[src/rtl/fb_scanout.sv]
// fb_scanout: raster-order framebuffer reader and 640x480@60 video timing generator.
//
// Reads a 256x256 8-bit framebuffer (address {x, y}) through an independent BRAM port,
// centres the image inside the active area and emits a pixel stream for the encoder.
//
// Ports:
//   clk, rst_n          pixel clock, asynchronous active-low reset
//   enable_i            scanout run request, sampled at the last pixel of each frame
//   fb_rd_addr_o/en_o   framebuffer read request ({x, y})
//   fb_rd_data_i        read data, valid RD_LATENCY cycles after fb_rd_en_o
//   pix_data_o/de_o     RGB332 pixel and data enable
//   hsync_o, vsync_o    active-low syncs, aligned with pix_*
//   vblank_o            high while v_cnt >= V_ACTIVE (undelayed)
//   frame_start_o       one-cycle pulse at counter (0,0) while running (undelayed)
//   debug_info_o        {state[1:0], v_cnt, h_cnt, 10'b0}
//
// Build option: define SCANOUT_BORDER_EN to draw an 8'hFF ring one pixel outside the window.
module fb_scanout #(
    parameter int unsigned H_ACTIVE   = 640,
    parameter int unsigned H_FP       = 16,
    parameter int unsigned H_SYNC     = 96,
    parameter int unsigned H_BP       = 48,
    parameter int unsigned V_ACTIVE   = 480,
    parameter int unsigned V_FP       = 10,
    parameter int unsigned V_SYNC     = 2,
    parameter int unsigned V_BP       = 33,
    parameter int unsigned X_OFS      = 192,
    parameter int unsigned Y_OFS      = 112,
    parameter int unsigned RD_LATENCY = 2,
    parameter logic [7:0]  BG_COLOR   = 8'h00
) (
    input  logic        clk,
    input  logic        rst_n,
    input  logic        enable_i,
    output logic [15:0] fb_rd_addr_o,
    output logic        fb_rd_en_o,
    input  logic [7:0]  fb_rd_data_i,
    output logic [7:0]  pix_data_o,
    output logic        pix_de_o,
    output logic        hsync_o,
    output logic        vsync_o,
    output logic        vblank_o,
    output logic        frame_start_o,
    output logic [31:0] debug_info_o
);
    localparam int unsigned HTotal = H_ACTIVE + H_FP + H_SYNC + H_BP;
    localparam int unsigned VTotal = V_ACTIVE + V_FP + V_SYNC + V_BP;

    localparam logic [9:0]  HLast     = 10'(HTotal - 1);
    localparam logic [9:0]  VLast     = 10'(VTotal - 1);
    localparam logic [10:0] HAct      = 11'(H_ACTIVE);
    localparam logic [10:0] VAct      = 11'(V_ACTIVE);
    localparam logic [10:0] HSyncBeg  = 11'(H_ACTIVE + H_FP);
    localparam logic [10:0] HSyncEnd  = 11'(H_ACTIVE + H_FP + H_SYNC);
    localparam logic [10:0] VSyncBeg  = 11'(V_ACTIVE + V_FP);
    localparam logic [10:0] VSyncEnd  = 11'(V_ACTIVE + V_FP + V_SYNC);
    localparam logic [10:0] XBeg      = 11'(X_OFS);
    localparam logic [10:0] XEnd      = 11'(X_OFS + 256);
    localparam logic [10:0] YBeg      = 11'(Y_OFS);
    localparam logic [10:0] YEnd      = 11'(Y_OFS + 256);
    localparam logic [2:0]  DrainLast = 3'(RD_LATENCY);

    typedef enum logic [1:0] {StIdle = 2'd0, StRun = 2'd1, StDrain = 2'd2} state_e;

    // Control bits that travel alongside the framebuffer read.
    typedef struct packed {
        logic active;
        logic in_win;
        logic border;
        logic hs;
        logic vs;
    } ctl_t;

    // Syncs reset deasserted so a flushing pipeline never produces a spurious sync pulse.
    localparam ctl_t CtlIdle = '{active: 1'b0, in_win: 1'b0, border: 1'b0, hs: 1'b1, vs: 1'b1};

    state_e     state_q, state_d;
    logic [9:0] h_cnt_q, h_cnt_d;
    logic [9:0] v_cnt_q, v_cnt_d;
    logic [2:0] drain_q, drain_d;

    always_comb begin
        state_d = state_q;
        h_cnt_d = h_cnt_q;
        v_cnt_d = v_cnt_q;
        drain_d = drain_q;
        unique case (state_q)
            StIdle: begin
                h_cnt_d = '0;
                v_cnt_d = '0;
                drain_d = '0;
                if (enable_i) state_d = StRun;
            end
            StRun: begin
                drain_d = '0;
                if (h_cnt_q == HLast) begin
                    h_cnt_d = '0;
                    if (v_cnt_q == VLast) begin
                        v_cnt_d = '0;
                        // Only place enable is looked at: frames are never cut short.
                        if (!enable_i) state_d = StDrain;
                    end else begin
                        v_cnt_d = v_cnt_q + 10'd1;
                    end
                end else begin
                    h_cnt_d = h_cnt_q + 10'd1;
                end
            end
            StDrain: begin
                h_cnt_d = '0;
                v_cnt_d = '0;
                drain_d = drain_q + 3'd1;
                // RD_LATENCY+1 cycles lets the last read and its control bits reach the outputs.
                if (drain_q == DrainLast) state_d = StIdle;
            end
            default: state_d = StIdle;
        endcase
    end

    // Stage 0: decode the counter position.
    logic        run;
    logic [10:0] h_ext, v_ext;
    logic        active_s0, in_win_s0, hs_s0, vs_s0, border_s0;
    ctl_t        ctl_s0, ctl_out;

    assign run       = (state_q == StRun);
    assign h_ext     = {1'b0, h_cnt_q};
    assign v_ext     = {1'b0, v_cnt_q};
    assign active_s0 = run && (h_ext < HAct) && (v_ext < VAct);
    assign in_win_s0 = run && (h_ext >= XBeg) && (h_ext < XEnd) && (v_ext >= YBeg) && (v_ext < YEnd);
    assign hs_s0     = !(run && (h_ext >= HSyncBeg) && (h_ext < HSyncEnd));
    assign vs_s0     = !(run && (v_ext >= VSyncBeg) && (v_ext < VSyncEnd));

`ifdef SCANOUT_BORDER_EN
    localparam logic [10:0] XRing = XBeg - 11'd1;
    localparam logic [10:0] YRing = YBeg - 11'd1;

    // Ring columns XRing/XEnd and ring lines YRing/YEnd; in_win has priority downstream.
    assign border_s0 = run &&
        ((((h_ext == XRing) || (h_ext == XEnd)) && (v_ext >= YRing) && (v_ext <= YEnd)) ||
         (((v_ext == YRing) || (v_ext == YEnd)) && (h_ext >= XRing) && (h_ext <= XEnd)));
`else
    assign border_s0 = 1'b0;
`endif

    assign ctl_s0 = '{active: active_s0, in_win: in_win_s0, border: border_s0,
                      hs: hs_s0, vs: vs_s0};

    // ctl_q[0] is stage 1; ctl_q[RD_LATENCY] lines up with fb_rd_data_i.
    ctl_t [RD_LATENCY:0] ctl_q;
    logic [7:0]          pix_d;

    assign ctl_out = ctl_q[RD_LATENCY];

    // Blanking forces 0 even where the window extends past the active area.
    always_comb begin
        pix_d = 8'h00;
        if (ctl_out.active) begin
            if (ctl_out.in_win)      pix_d = fb_rd_data_i;
            else if (ctl_out.border) pix_d = 8'hFF;
            else                     pix_d = BG_COLOR;
        end
    end

    always_ff @(posedge clk or negedge rst_n) begin
        if (!rst_n) begin
            state_q      <= StIdle;
            h_cnt_q      <= '0;
            v_cnt_q      <= '0;
            drain_q      <= '0;
            fb_rd_en_o   <= 1'b0;
            fb_rd_addr_o <= '0;
            ctl_q        <= {(RD_LATENCY + 1){CtlIdle}};
            pix_data_o   <= 8'h00;
            pix_de_o     <= 1'b0;
            hsync_o      <= 1'b1;
            vsync_o      <= 1'b1;
        end else begin
            state_q    <= state_d;
            h_cnt_q    <= h_cnt_d;
            v_cnt_q    <= v_cnt_d;
            drain_q    <= drain_d;
            fb_rd_en_o <= in_win_s0;
            if (in_win_s0) begin
                fb_rd_addr_o <= {8'(h_cnt_q - 10'(X_OFS)), 8'(v_cnt_q - 10'(Y_OFS))};
            end
            ctl_q      <= {ctl_q[RD_LATENCY-1:0], ctl_s0};
            pix_data_o <= pix_d;
            pix_de_o   <= ctl_out.active;
            hsync_o    <= ctl_out.hs;
            vsync_o    <= ctl_out.vs;
        end
    end

    assign vblank_o      = (v_cnt_q >= 10'(V_ACTIVE));
    assign frame_start_o = run && (h_cnt_q == 10'd0) && (v_cnt_q == 10'd0);
    assign debug_info_o  = {state_q, v_cnt_q, h_cnt_q, 10'b0};

endmodule

[config.mk]
export PLATFORM = sky130hd
export DESIGN_NAME = fb_scanout
export DESIGN_NICKNAME = d
export VERILOG_FILES = /design/src/rtl/fb_scanout.sv
export SDC_FILE = /design/constraint.sdc
export NUM_CORES = 1
export LEC_CHECK = 0
export BUFFER_PORTS_ARGS = -buffer_cell sky130_fd_sc_hd__buf_2
export CAP_MARGIN = 0
export CORE_ASPECT_RATIO = 0.75
export CORE_MARGIN = 5
export CORE_UTILIZATION = 25
export CTS_CLUSTER_SIZE = 24
export DETAILED_ROUTE_END_ITERATION = 6
export PLACE_DENSITY = 0.43
export SYNTH_ARGS = -nofsm -noshare
export SYNTH_HDL_FRONTEND = slang
export SYNTH_SLANG_ARGS = --single-unit
[constraint.sdc]
create_clock -name clk -period 2.9 [get_ports clk]
set_input_delay 0.58 -clock clk [delete_from_list [all_inputs] [get_ports clk]]
set_output_delay 0.58 -clock clk [all_outputs]
set_load 0.02 [all_outputs]
* Yosys cells after proc, flatten, opt, wreduce, memory -nomap -nowiden
Index checks and enable logic that the tools add are counted.
** Operators by class
- Add/sub/neg operators :: 5
- Order comparisons :: 11
- Equal/unequal tests :: 10
- Mux-type cells :: 14
- Reduce and logical (&&, ||, !) cells :: 23
** Operators with widths (count)
- 10-bit by 9-bit less-than comparator with 1-bit output, second input constant :: 4
- 10-bit case mux with 2 select lines :: 2
- 10-bit two-way mux :: 3
- 10-bit by 1-bit adder with 10-bit output, second input constant :: 2
- 10-bit == test, second input constant :: 2
- 10-bit by 9-bit >= comparator with 1-bit output, second input constant :: 2
- 10-bit zero test :: 2
- 10-bit less-than comparator, second input constant :: 2
- 8-bit two-way mux :: 2
- 1-bit logical AND :: 12
- 10-bit >= comparator, second input constant :: 1
- 10-bit by 7-bit >= comparator with 1-bit output, second input constant :: 1
- 10-bit by 8-bit >= comparator with 1-bit output, second input constant :: 1
- 2-bit two-way mux :: 5
- 8-bit by 7-bit subtractor with 8-bit output, second input constant :: 1
- 8-bit subtractor, second input constant :: 1
- 2-bit inequality test, second input constant :: 3
- 2-bit case mux with 3 select lines :: 1
- 3-bit case mux with 2 select lines :: 1
- 5-bit AND reduction :: 1
- 2-bit by 1-bit inequality test with 1-bit output, second input constant :: 2
- 2-bit nonzero test :: 2
- 2-bit OR reduction :: 2
- 3-bit by 1-bit adder with 3-bit output, second input constant :: 1
- other kinds (6) :: 7
** Storage, ports and cells
- Register bits after elaboration :: 64
- Bits of input ports :: 11
- Output and inout port bits :: 62
- Word-level logic and storage cells :: 84

* Depth between registers and ports, before layout
- Depth in word-level cells :: 5
- Gate-level depth with buffers :: 7
- Gate-level depth less buffers :: 6

* Worst setup path after synthesis
No wires, ideal clock.
- Path kind :: register to output
- Start :: register v_cnt_q[5]
- End :: output port frame_start_o
- Data arrival time :: 1468 ps
- Required time :: 2320 ps
- Path slack :: 852 ps
- Cell stages (with the launch flop) :: 5
- Path buffers :: 0
- Cells stage by stage :: dfrtp_1 inv_1 ha_1 nor4b_2 and4_1
** On the way
- Longest elaborated chain between the ends :: 2
** RTL lines
- from (decl) :: line 79 : logic [9:0] v_cnt_q, v_cnt_d;
- from (signal assigned) :: line 181 : v_cnt_q <= v_cnt_d;
- 10-bit zero test :: line 196 : assign frame_start_o = run && (h_cnt_q == 10'd0) && (v_cnt_q == 10'd0);
- 1-bit logical AND :: line 196
- to (decl) :: line 43 : output logic frame_start_o,
No other way between the ends.

* Final worst setup path
- Start :: register h_cnt_q[6]
- End :: output port frame_start_o
** On the way
- Longest elaborated chain between the ends :: 3
** RTL lines
- from (decl) :: line 78 : logic [9:0] h_cnt_q, h_cnt_d;
- from (signal assigned) :: line 180 : h_cnt_q <= h_cnt_d;
- 10-bit zero test :: line 196
- 1-bit logical AND (2 in a row) :: line 196
No other way between the ends.

==> reports/metrics.cfg <==
[floorplanning]
dieArea_um2=14400
rows=34
start_util=0.258
die_w_um=137
io_pins=73
die_height_um=105
coreArea_um2=11700

[timing]
hold_viol=0
period_share=0.934
timing.setup.tns_ps=0
maxSlewViolCount=0
fmax_ghz=0.369
setup_ws_ps=192
post-route-min-period_ps=2710
rsz0062_at_grt=no
max_slew_margin=0.587
worstMarginPinSlew_ps=619
setup_viol=0
skew_ps=2.46

[clocking]
cts_root_buffer=clkbuf_16
clock_latency_ps=330
cts_resized=0
path_clk_slew_ps=50
clock-sinks=64
post-cts-setup-buffers=0
clockBufferDepth=2
cts_inserted_buffers=9
cts_tree=yes
h-tree-depth=3
hold_buffers=0

[yosys]
synth_warnings=0
synth_largest_area_cell=dfrtp_1
yosysUniqueCellTypes=51
ys_top_cells_by_count=56 x dfrtp_1, 19 x nand2_1, 16 x mux2_2
synthTopCellsByArea=dfrtp_1 46%, dfstp_2 6.9%, mux2_2 5.9%
netlist_area_um2=3030
synth-seq-cells=64
syn_area_per_cell_um2=11.2
synth-edff-count=0
synth_top_area_frac=0.462
async_reset_ff_frac=1.00
postSynthCellCount=271
yosysSeqAreaShare=0.532
synth.most_common_cell=dfrtp_1
synth_top_flop_cell=dfrtp_1

[worst_setup_path]
crit_path_max_fanout=6
worstPathArrival_ps=2130
crit_family=simple AND/OR/NAND/NOR gates
path_class=reg -> out
path_buf_inv=2
cp_data_required_time_ps=2320
critical-path-max-stage-delay_ps=460
end_kind=output pin
start_kind=flip-flop
path_cells=inv_1 -> ha_1 -> and2b_4 -> nand3b_1 -> nor4_1 -> and4_1 -> buf_2
cp_slowest_cell=dfrtp_1

[grt]
grt_pass1_wl_mm=11.8
grt_use_total=0.104
grt_pass1_vias=2183
grt-ovfl-total=0
grt_start_max_net_pins=28
antenna_found_initial=0

[cells_and_area]
final_cells=502
areaGrowthSynthToFinish_pct=25.9
final_net_count=358
antenna_cells=0
drive_gt1_frac=0.329
fillers=1219

[placed_design]
placedCellCount=486
gp_congestion=0.745
hpwlAfterDp_mm=5.35
post-place-ws_ps=493
portBuffers=62

[drt]
vias_per_cell=4.53
ant_nets=0
vias=2275
drt_iter0_drc=112
drc=0
totalWireLength_mm=7.39
wire_per_inst_um=14.7
drtPass1Iterations=5

[min_path]
hold_class=in -> async

[power]
ir_drop_uv=298
p_leak_uw=0.00190
total_power_uw=2210
p_per_area_nw_per_um2=578

[run_status]
outcome=complete, no violations

[job]
drv_cap=0

-- worst reg2reg max path: stages (launching register included) --
cell and delay [ps]:
dfrtp_1 470, ha_1 200, and4_1 410, nand4_4 290, or4_1 550, a21oi_1 150
-- flip-flops by register name, summed over array words and instances (netlist names) --
register,cells
pix_data_o,8
pix_de_o,1
ctl_out,4
v_cnt_q,10
vsync_o,1
h_cnt_q,10
fb_rd_addr_o,16
state_q,2
hsync_o,1
ctl_q,8
drain_q,3
-- per-stage QoR --
stage               hold WS [ps]  instance area (µm²)   util
finish                       262                 3820  0.325
floorplan                    284                 3060      -
CTS                          285                 3820  0.325
detailed placement           336                 3460  0.295
global placement             335                 3460  0.295
global route                 304                 3820  0.325
-- final timing paths --
path,startpoint,to,slack [ps],cells past startpoint
worst max-delay path,h_cnt_q[6]$_DFFE_PN0P_,frame_start_o,190,7
worst min-delay path,rst_n,pix_data_o[0]$_DFF_PN0_,260,1
worst max register to register,h_cnt_q[0]$_DFFE_PN0P_,v_cnt_q[6]$_DFFE_PN0P_,750,5
worst min register to register,ctl_q[8]$_DFF_PN0_,ctl_out[3]$_DFF_PN0_,350,0
max in group asynchronous,rst_n,ctl_q[5]$_DFF_PN1_,1880,2
min in group clk,ctl_q[8]$_DFF_PN0_,ctl_out[3]$_DFF_PN0_,350,0
-- cells in the final DEF, fill, tap and decap left out, types with 5 or more instances in the layout --
master / n
a21oi_1: 14
a31oi_1: 5
and2_1: 5
and3_1: 11
buf_2: 62
clkbuf_16: 9
conb_1: 10
dfrtp_1: 56
dfstp_2: 8
ha_1: 12
inv_1: 13
mux2_2: 16
nand2_1: 19
nand3_1: 12
nor2_1: 7
o21ai_0: 14
or4_1: 6
xnor2_1: 5
-- logic make-up (layout without fill, tap and decap cells) --
| logic type | after synthesis | count (layout) | synth area share |
|---|---|---|---|
| compound gates | 46 | 46 | 0.0941 |
| mux | 16 | 16 | 0.0595 |
| flops | 64 | 64 | 0.532 |
| other cells | 1 | 10 | 0.00124 |
| fa+ha+maj | 12 | 12 | 0.0495 |
| xor+xnor | 9 | 9 | 0.0260 |
| simple gates | 89 | 89 | 0.176 |
| buf+inv | 34 | 94 | 0.0615 |
-- final cells by class --
type                            count  area, µm²  share of cell area
Clock buffer                       10        239              0.0626
Clock inverter                      6        115              0.0302
Inverter                           13       48.8              0.0128
Multi-Input combinational cell    182       1270               0.332
Sequential cell                    64       1610               0.422
Tap cell                          162        203              0.0531
Timing Repair Buffer               65        333              0.0872
-- metal layers --
layer  GRT usage  wire length, µm
met5           0                0
met4      0.0278               72
met3      0.0390              528
met2       0.149             3160
met1       0.147             3630
-- power breakdown --
| group | total (µW) | switching [µW] | internal (µW) |
|---|---|---|---|
| combinational | 37.7 | 31.2 | 6.49 |
| clock | 1270 | 407 | 867 |
| sequential | 894 | 0 | 894 |
| total | 2210 | 438 | 1770 |
Note: power is estimated with default switching activity, not from simulation.
